==> src/rtl/calc_sequencer.sv <==
// Keypad-driven sequencer for a calculator ALU: collects hex digits, loads operands, runs one-cycle EXEC.
// Optional macro CALC_CHAIN_EN: EXEC cycle also loads in1 with the ALU result (result chaining).
//
// state    | meaning
// ---------+-----------------------------------------------------------
// S_ENTRY  | accepting digits into entry; disp shows entry
// S_EXEC   | single cycle capturing alu_out/alu_fout; key events dropped
// S_RESULT | showing captured result; a digit starts a fresh entry
module calc_sequencer (
  input  logic        clk,
  input  logic        reset,
  input  logic        strobe,
  input  logic [4:0]  key,
  input  logic [31:0] alu_out,
  input  logic [3:0]  alu_fout,
  output logic [31:0] in1,
  output logic [31:0] in2,
  output logic [4:0]  op,
  output logic [3:0]  fin,
  output logic [31:0] disp,
  output logic        busy
);

  typedef enum logic [1:0] {S_ENTRY, S_EXEC, S_RESULT} state_t;

  localparam logic [4:0] KEY_LD1    = 5'd16;
  localparam logic [4:0] KEY_LD2    = 5'd17;
  localparam logic [4:0] KEY_OPNEXT = 5'd18;
  localparam logic [4:0] KEY_EXEC   = 5'd19;
  localparam logic [4:0] OP_LAST    = 5'd19;

  state_t      state_q, state_d;
  logic        strobe_prev_q, strobe_prev_d;
  logic [31:0] entry_q, entry_d;
  logic [31:0] result_q, result_d;
  logic [31:0] in1_q, in1_d;
  logic [31:0] in2_q, in2_d;
  logic [4:0]  op_q, op_d;
  logic [3:0]  fin_q, fin_d;
  logic [31:0] disp_q, disp_d;
  logic        busy_q, busy_d;
  logic        key_ev;

  always_comb begin
    state_d       = state_q;
    strobe_prev_d = strobe;
    entry_d       = entry_q;
    result_d      = result_q;
    in1_d         = in1_q;
    in2_d         = in2_q;
    op_d          = op_q;
    fin_d         = fin_q;
    key_ev        = strobe & ~strobe_prev_q;

    case (state_q)
      S_ENTRY, S_RESULT: begin
        if (key_ev) begin
          if (key < 5'd16) begin
            if (state_q == S_ENTRY) entry_d = {entry_q[27:0], key[3:0]};
            else                    entry_d = {28'b0, key[3:0]};
            state_d = S_ENTRY;
          end else if (key == KEY_LD1) begin
            in1_d   = entry_q;
            entry_d = 32'b0;
            state_d = S_ENTRY;
          end else if (key == KEY_LD2) begin
            in2_d   = entry_q;
            entry_d = 32'b0;
            state_d = S_ENTRY;
          end else if (key == KEY_OPNEXT) begin
            op_d = (op_q == OP_LAST) ? 5'd0 : op_q + 5'd1;
          end else if (key == KEY_EXEC) begin
            state_d = S_EXEC;
          end
        end
      end
      S_EXEC: begin
        // Any strobe edge seen here is dropped; strobe_prev still tracks the line.
        result_d = alu_out;
        fin_d    = alu_fout;
`ifdef CALC_CHAIN_EN
        in1_d    = alu_out;
`else
        in1_d    = in1_q;
`endif
        state_d  = S_RESULT;
      end
      default: state_d = S_ENTRY;
    endcase

    busy_d = (state_d == S_EXEC);
    disp_d = (state_d == S_RESULT) ? result_d : entry_d;
  end

  always_ff @(posedge clk) begin
    if (reset) begin
      state_q       <= S_ENTRY;
      strobe_prev_q <= 1'b1;
      entry_q       <= 32'b0;
      result_q      <= 32'b0;
      in1_q         <= 32'b0;
      in2_q         <= 32'b0;
      op_q          <= 5'd0;
      fin_q         <= 4'b0;
      disp_q        <= 32'b0;
      busy_q        <= 1'b0;
    end else begin
      state_q       <= state_d;
      strobe_prev_q <= strobe_prev_d;
      entry_q       <= entry_d;
      result_q      <= result_d;
      in1_q         <= in1_d;
      in2_q         <= in2_d;
      op_q          <= op_d;
      fin_q         <= fin_d;
      disp_q        <= disp_d;
      busy_q        <= busy_d;
    end
  end

  assign in1  = in1_q;
  assign in2  = in2_q;
  assign op   = op_q;
  assign fin  = fin_q;
  assign disp = disp_q;
  assign busy = busy_q;

endmodule
==> config.mk <==
export PLATFORM = sky130hd
export DESIGN_NAME = calc_sequencer
export DESIGN_NICKNAME = d
export VERILOG_FILES = /design/src/rtl/calc_sequencer.sv
export SDC_FILE = /design/constraint.sdc
export NUM_CORES = 1
export LEC_CHECK = 0
export CORE_MARGIN = 3
export CORE_UTILIZATION = 45
export CTS_BUF_LIST = sky130_fd_sc_hd__clkbuf_8 sky130_fd_sc_hd__clkbuf_16
export DETAILED_ROUTE_END_ITERATION = 12
export PLACE_DENSITY = 0.83
export SYNTH_ARGS = -nofsm -noshare
export SYNTH_HDL_FRONTEND = slang
export SYNTH_SLANG_ARGS = --single-unit
==> constraint.sdc <==
create_clock -name clk -period 4.1 [get_ports clk]
set_input_delay 0.82 -clock clk [delete_from_list [all_inputs] [get_ports clk]]
set_output_delay 0.82 -clock clk [all_outputs]
set_load 0.05 [all_outputs]
==> results.yml, run 1 <==
finish:
  nets: 837
  n_fill_cell: 1108
  drive_above_1_share: 0.107
  multi_input_area_um2: 2550
  seqCellArea_um2: 3460
  layout_commonest_cell: "dfxtp_1"
  syn2layout_area_growth_pct: 35.7
  final_cells: 981
  antenna_cells: 0
  most-common-layout-cells: "dfxtp_1 (173), clkdlybuf4s50_1 (148), nand2_1 (132)"
placed_design:
  place_hpwl_um: 10900
  portBuffers: 149
  dp_cells: 949
  gp_congestion: 0.803
sta:
  final_max_slew_viol_count: 0
  hold_viol: 0
  fmax_ghz: 0.368
  whs_ns: 0.455
  fin_crit_sh: 0.662
  rsz0062_at_grt: "false"
  fin_tns_setup_ns: 0
  setup_violations: 0
  post-route-min-period_ns: 2.71
  clock_skew_ns: 0.00739
  tightest_slew_ns: 0.673
  slew-limit-headroom: 0.551
cts:
  clock_path_buffers: 2
  holdBufCountCts: 0
  clk_latency_ns: 0.42
  clock-sinks: 173
  cts_tree: "yes"
  post_cts_buffers: 0
  post_cts_resized: 0
  cts_root_buf: "clkbuf_16"
  cts_buffers: 17
  path_clk_slew_ns: 0.06
  htree_levels: 4
floorplan:
  die_x_um: 124
  rows: 42
  start_util: 0.464
  die_h_um: 124
  core-area_um2: 13400
  ioPinCount: 150
  die_area_um2: 15300
global_route:
  track_usage: 0.216
  grt_max_degree: 113
  grt_pass1_wl_um: 25700
  grt_pass1_vias: 5151
  antenna_found_initial: 0
  grt_remaining_overflow: 0
flow_run:
  maxCapViolations: 0
critical_path:
  path_class: "in -> reg"
  end_kind: "flip-flop"
  ff2ff_path_depth: 5
  timing.rr.end: "disp[21]$_SDFF_PP0_"
  rrSetupSlack_ns: 1.89
  cp_max_fo: 21
  crit_start: "key[4]"
  crit_end: "in2[10]$_SDFFE_PP0P_"
  arrival_ns: 3.06
  worstPathRequired_ns: 4.44
  crit_path_start_kind: "input pin"
  r2r_start: "state_q[0]$_SDFF_PP0_"
power_and_ir_drop:
  p_total_mw: 3.42
  powerDensity_nw_per_um2: 406
  leakagePower_nw: 2.96
  ir_drop_mv: 0.247
logic_synthesis:
  ys_ff_latch: 173
  syn-num-nets: 708
  synth_cell_types: 38
  synth_top_cell_area_share: 0.557
  yosys.area.top_type: "dfxtp_1"
  synthCells: 663
  synth_ff_type: "dfxtp_1"
  seq_area_frac_synth: 0.557
  synth-warning-count: 0
  syn_area_um2: 6220
  syn_area_per_cell_um2: 9.38
  async_flop_share: 0
  synth_edf_count: 0
  synth_area_leaders: "dfxtp_1 (56%), nand2_1 (8.0%), a21oi_1 (7.7%)"
routing:
  wl_per_cell_um: 16.7
  remaining_drc_errors: 0
  dr.first_iter.drc_count: 380
  drtAntennaViolNets: 0
  routed_wl_um: 16400
  dr.pass1.iters: 5
  avgViaCountPerCell: 5.34
  vias: 5237
status:
  status: "complete, no violations"
min_path:
  hold_path_class: "reg -> reg"
[worst min path at each step]
stage | endpoint | slack [ns] | start | depth (start not counted)
2_1_floorplan | in1[28]$_SDFFE_PP0P_ | 0.45 | entry_q[28]$_SDFF_PP0_ | 2
3_3_place_gp | in1[8]$_SDFFE_PP0P_ | 0.44 | in1[8]$_SDFFE_PP0P_ | 2
3_5_place_dp | in2[29]$_SDFFE_PP0P_ | 0.45 | in2[29]$_SDFFE_PP0P_ | 2
4_1_cts | in2[29]$_SDFFE_PP0P_ | 0.45 | in2[29]$_SDFFE_PP0P_ | 2
5_1_grt | in2[29]$_SDFFE_PP0P_ | 0.47 | in2[29]$_SDFFE_PP0P_ | 2
6_report | in2[29]$_SDFFE_PP0P_ | 0.46 | in2[29]$_SDFFE_PP0P_ | 2
[synth_stat cells (2+ instances only)]
cell and n:
clkbuf_1 33, nor2b_1 35, nand2_1 132, a211oi_1 32
nand4_1 2, nor2_1 44, nor3_1 2, a21oi_1 96
a22oi_1 32, mux2i_1 6, nand3_1 2, xor2_1 3
mux2_2 31, dfxtp_1 173, buf_6 3, buf_2 15
[registers in the layout, indices dropped and copies added (netlist names)]
| name | count |
|---|---|
| fin | 4 |
| op | 5 |
| in1 | 32 |
| busy | 1 |
| entry_q | 32 |
| result_q | 32 |
| in2 | 32 |
| disp | 32 |
| strobe_prev_q | 1 |
| state_q | 2 |
[layer usage]
| metal | track usage | vias up | routed length [um] |
|---|---|---|---|
| met2 | 0.358 | 206 | 7860 |
| met3 | 0.0540 | 28 | 1040 |
| met4 | 0.0844 | 0 | 324 |
| li1 | - | 2527 | - |
| met5 | 0 | - | 0 |
| met1 | 0.272 | 2476 | 7150 |
[power by group]
group          internal (mW)  switching (mW)  total [mW]
clock network          0.950           0.671        1.62
logic                 0.0513          0.0619       0.113
registers               1.68         0.00275        1.69
total                   2.69           0.735        3.42
[cells by family after synthesis]
family	count (synthesis)	share of synthesized area
adder cells (fa/ha/maj)	1	0.00201
AND/OR/NAND/NOR	231	0.169
multiplexers	37	0.0658
XOR/XNOR	3	0.00423
AO/OA/AOI/OAI	166	0.163
flip-flops	173	0.557
buffers and inverters	52	0.0386
[per-stage QoR]
| stage | util | cell area (um^2) | setup WS (ns) |
|---|---|---|---|
| finish | 0.629 | 8430 | 1.39 |
| global route | 0.629 | 8430 | 1.30 |
| CTS | 0.629 | 8430 | 1.42 |
| detailed placement | 0.585 | 7830 | 0.976 |
| global placement | 0.585 | 7830 | 1.06 |
| floorplan | - | 6220 | 1.90 |
[worst max-delay path, stage by stage]
cell	delay, ns
clkdlybuf4s50_1	0.66
nor3b_4	0.37
and4b_1	0.56
buf_4	0.35
nand2_1	0.13
a21oi_1	0.16
[cell type report]
cell class / count / area share
well taps: 176 / 0.0261
clock inverters: 12 / 0.0160
flip-flops and latches: 173 / 0.411
multi-input cells: 438 / 0.302
repair buffers: 162 / 0.190
clock buffers: 20 / 0.0553
Power figures use the tool's default switching activity.
==> run 2: changes to the inputs <==
--- a/config.mk
+++ b/config.mk
@@ -6,10 +6,10 @@
 export NUM_CORES = 1
 export LEC_CHECK = 0
 export CORE_MARGIN = 3
-export CORE_UTILIZATION = 45
+export CORE_UTILIZATION = 44
 export CTS_BUF_LIST = sky130_fd_sc_hd__clkbuf_8 sky130_fd_sc_hd__clkbuf_16
 export DETAILED_ROUTE_END_ITERATION = 12
-export PLACE_DENSITY = 0.83
+export PLACE_DENSITY = 0.84
 export SYNTH_ARGS = -nofsm -noshare
 export SYNTH_HDL_FRONTEND = slang
 export SYNTH_SLANG_ARGS = --single-unit
==> constraint.sdc (replaced) <==
create_clock -name clk -period 2.35 [get_ports clk]
set_input_delay 0.47 -clock clk [delete_from_list [all_inputs] [get_ports clk]]
set_output_delay 0.47 -clock clk [all_outputs]
set_load 0.05 [all_outputs]
==> run 2 against run 1 <==
Critical path type is now reg -> out. Global-route usage decreased by 0.072 points. Final area rose by 3.1%. Register-to-register slack lost 1.4 ns. Critical path depth down 5. Worst hold slack worse by 0.0025 ns. First-iteration DRC count grew 11%. Non-clock buffer count is 19 higher. Clock skew about the same. Largest cell class unchanged. Setup slack worse by 1.2 ns. Via count up 1.3%. Clock power rose by 88%.
==> results.yml, run 2 (synthesis results as in run 1) <==
critical_path:
  crit_start: "op[2]$_SDFFE_PP0P_"
  r2r_start: "state_q[0]$_SDFF_PP0_"
  cp_max_fo: 7
  cp_top_family: "buffers and inverters"
  end_kind: "primary output"
  crit_path_start_kind: "flip-flop"
  crit_slowest_cell: "clkdlybuf4s50_1"
  slowest_delay_ns: 0.84
  path_class: "reg -> out"
  worstPathRequired_ns: 1.88
  path_buf_inv: 1
  path_cells: "clkdlybuf4s50_1"
  arrival_ns: 1.70
global_route:
  grt_remaining_overflow: 0
  track_usage: 0.216
  grt_max_degree: 61
  grt_pass1_wl_um: 27300
  grt_pass1_vias: 5349
  antenna_found_initial: 0
sta:
  rsz0062_at_grt: "false"
  whs_ns: 0.453
  fmax_ghz: 0.461
  fin_crit_sh: 0.924
  final_max_slew_viol_count: 0
  clock_skew_ns: 0.00735
  setup_violations: 0
  slew-limit-headroom: 0.631
  tightest_slew_ns: 0.551
  post-route-min-period_ns: 2.17
  fin_tns_setup_ns: 0
  hold_viol: 0
status:
  status: "complete, no violations"
routing:
  routed_wl_um: 16800
  remaining_drc_errors: 0
  dr.pass1.iters: 5
  avgViaCountPerCell: 5.31
  vias: 5307
  dr.first_iter.drc_count: 422
  wl_per_cell_um: 16.8
  drtAntennaViolNets: 0
min_path:
  hold_path_class: "reg -> reg"
  min_from: "in2[18]$_SDFFE_PP0P_"
finish:
  seqCellArea_um2: 3460
  antenna_cells: 0
  most-common-layout-cells: "dfxtp_1 (173), clkdlybuf4s50_1 (148), nand2_1 (132)"
  final_cells: 999
  multi_input_area_um2: 2550
  fin_area_um2: 8690
  syn2layout_area_growth_pct: 39.9
  layout_commonest_cell: "dfxtp_1"
  drive_above_1_share: 0.125
  n_fill_cell: 1062
  nets: 856
  postLayoutCoreUtil: 0.644
placed_design:
  place_area_um2: 8050
  place_hpwl_um: 11300
  gp_congestion: 0.819
  dp_cells: 968
  portBuffers: 149
floorplan:
  die_x_um: 125
  die_area_um2: 15600
  die_h_um: 125
  core-area_um2: 13500
  ioPinCount: 150
  start_util: 0.460
  rows: 42
cts:
  clk_latency_ns: 0.42
  cts_buffers: 17
  holdBufCountCts: 0
  clock-sinks: 173
  clock_path_buffers: 2
  htree_levels: 4
  post_cts_buffers: 0
  path_clk_slew_ns: 0.06
  cts_root_buf: "clkbuf_16"
  cts_tree: "yes"
  post_cts_resized: 0
flow_run:
  maxCapViolations: 0
power_and_ir_drop:
  powerDensity_nw_per_um2: 714
  ir_drop_mv: 0.541
  leakagePower_nw: 3.12
## run 2: changes by cell type in the layout (fill, tap and decap cells not counted)
cell        before  now
inv_6            3    1
buf_4           13   26
inv_1            0    1
clkbuf_8         3    2
buf_12           1    7
clkinvlp_4       4    0
bufinv_16        2    5
clkinv_2         2    4
## run 2: final cells by class
class / count / area share
sequential: 173 / 0.398
multi-input combinational: 438 / 0.293
timing repair buffer: 181 / 0.209
clock buffer: 19 / 0.0521
tap: 176 / 0.0253
clock inverter: 12 / 0.0220
## run 2: worst reg2reg max path, stage by stage, from the launching register on
cell and delay [ns]:
dfxtp_1 0.41, nor2b_4 0.20, buf_4 0.33, a21oi_4 0.08, and2_1 0.22, buf_4 0.22, a211oi_1 0.28
## run 2: per-layer routing
layer / GRT usage / part of all wire
met5: 0 / 0
met2: 0.358 / 0.49
met3: 0.0643 / 0.068
met1: 0.271 / 0.43
met4: 0.0663 / 0.016
## run 2: power by group
part | internal, mW | total, mW | leakage [nW] | switching, mW
logic | 0.107 | 0.222 | 1.40 | 0.115
clock network | 1.93 | 3.04 | 0.324 | 1.11
registers | 2.94 | 2.94 | 1.39 | 0.00481
total | 4.98 | 6.21 | 3.12 | 1.23
## run 2: metrics by stage
stage | setup WS (ns) | power (mW)
floorplan | 0.496 | 3.10
global placement | 0.0286 | 3.23
detailed placement | -0.0134 | 3.23
CTS | 0.153 | 6.26
global route | 0.103 | 6.39
finish | 0.179 | 6.21
## run 2: worst paths after layout
path	to	slack (ns)	depth (start not counted)
worst min-delay path	in2[18]$_SDFFE_PP0P_	0.45	2
worst max-delay path	op[2]	0.18	1
worst min register to register	in2[18]$_SDFFE_PP0P_	0.45	2
worst max register to register	disp[20]$_SDFF_PP0_	0.51	6
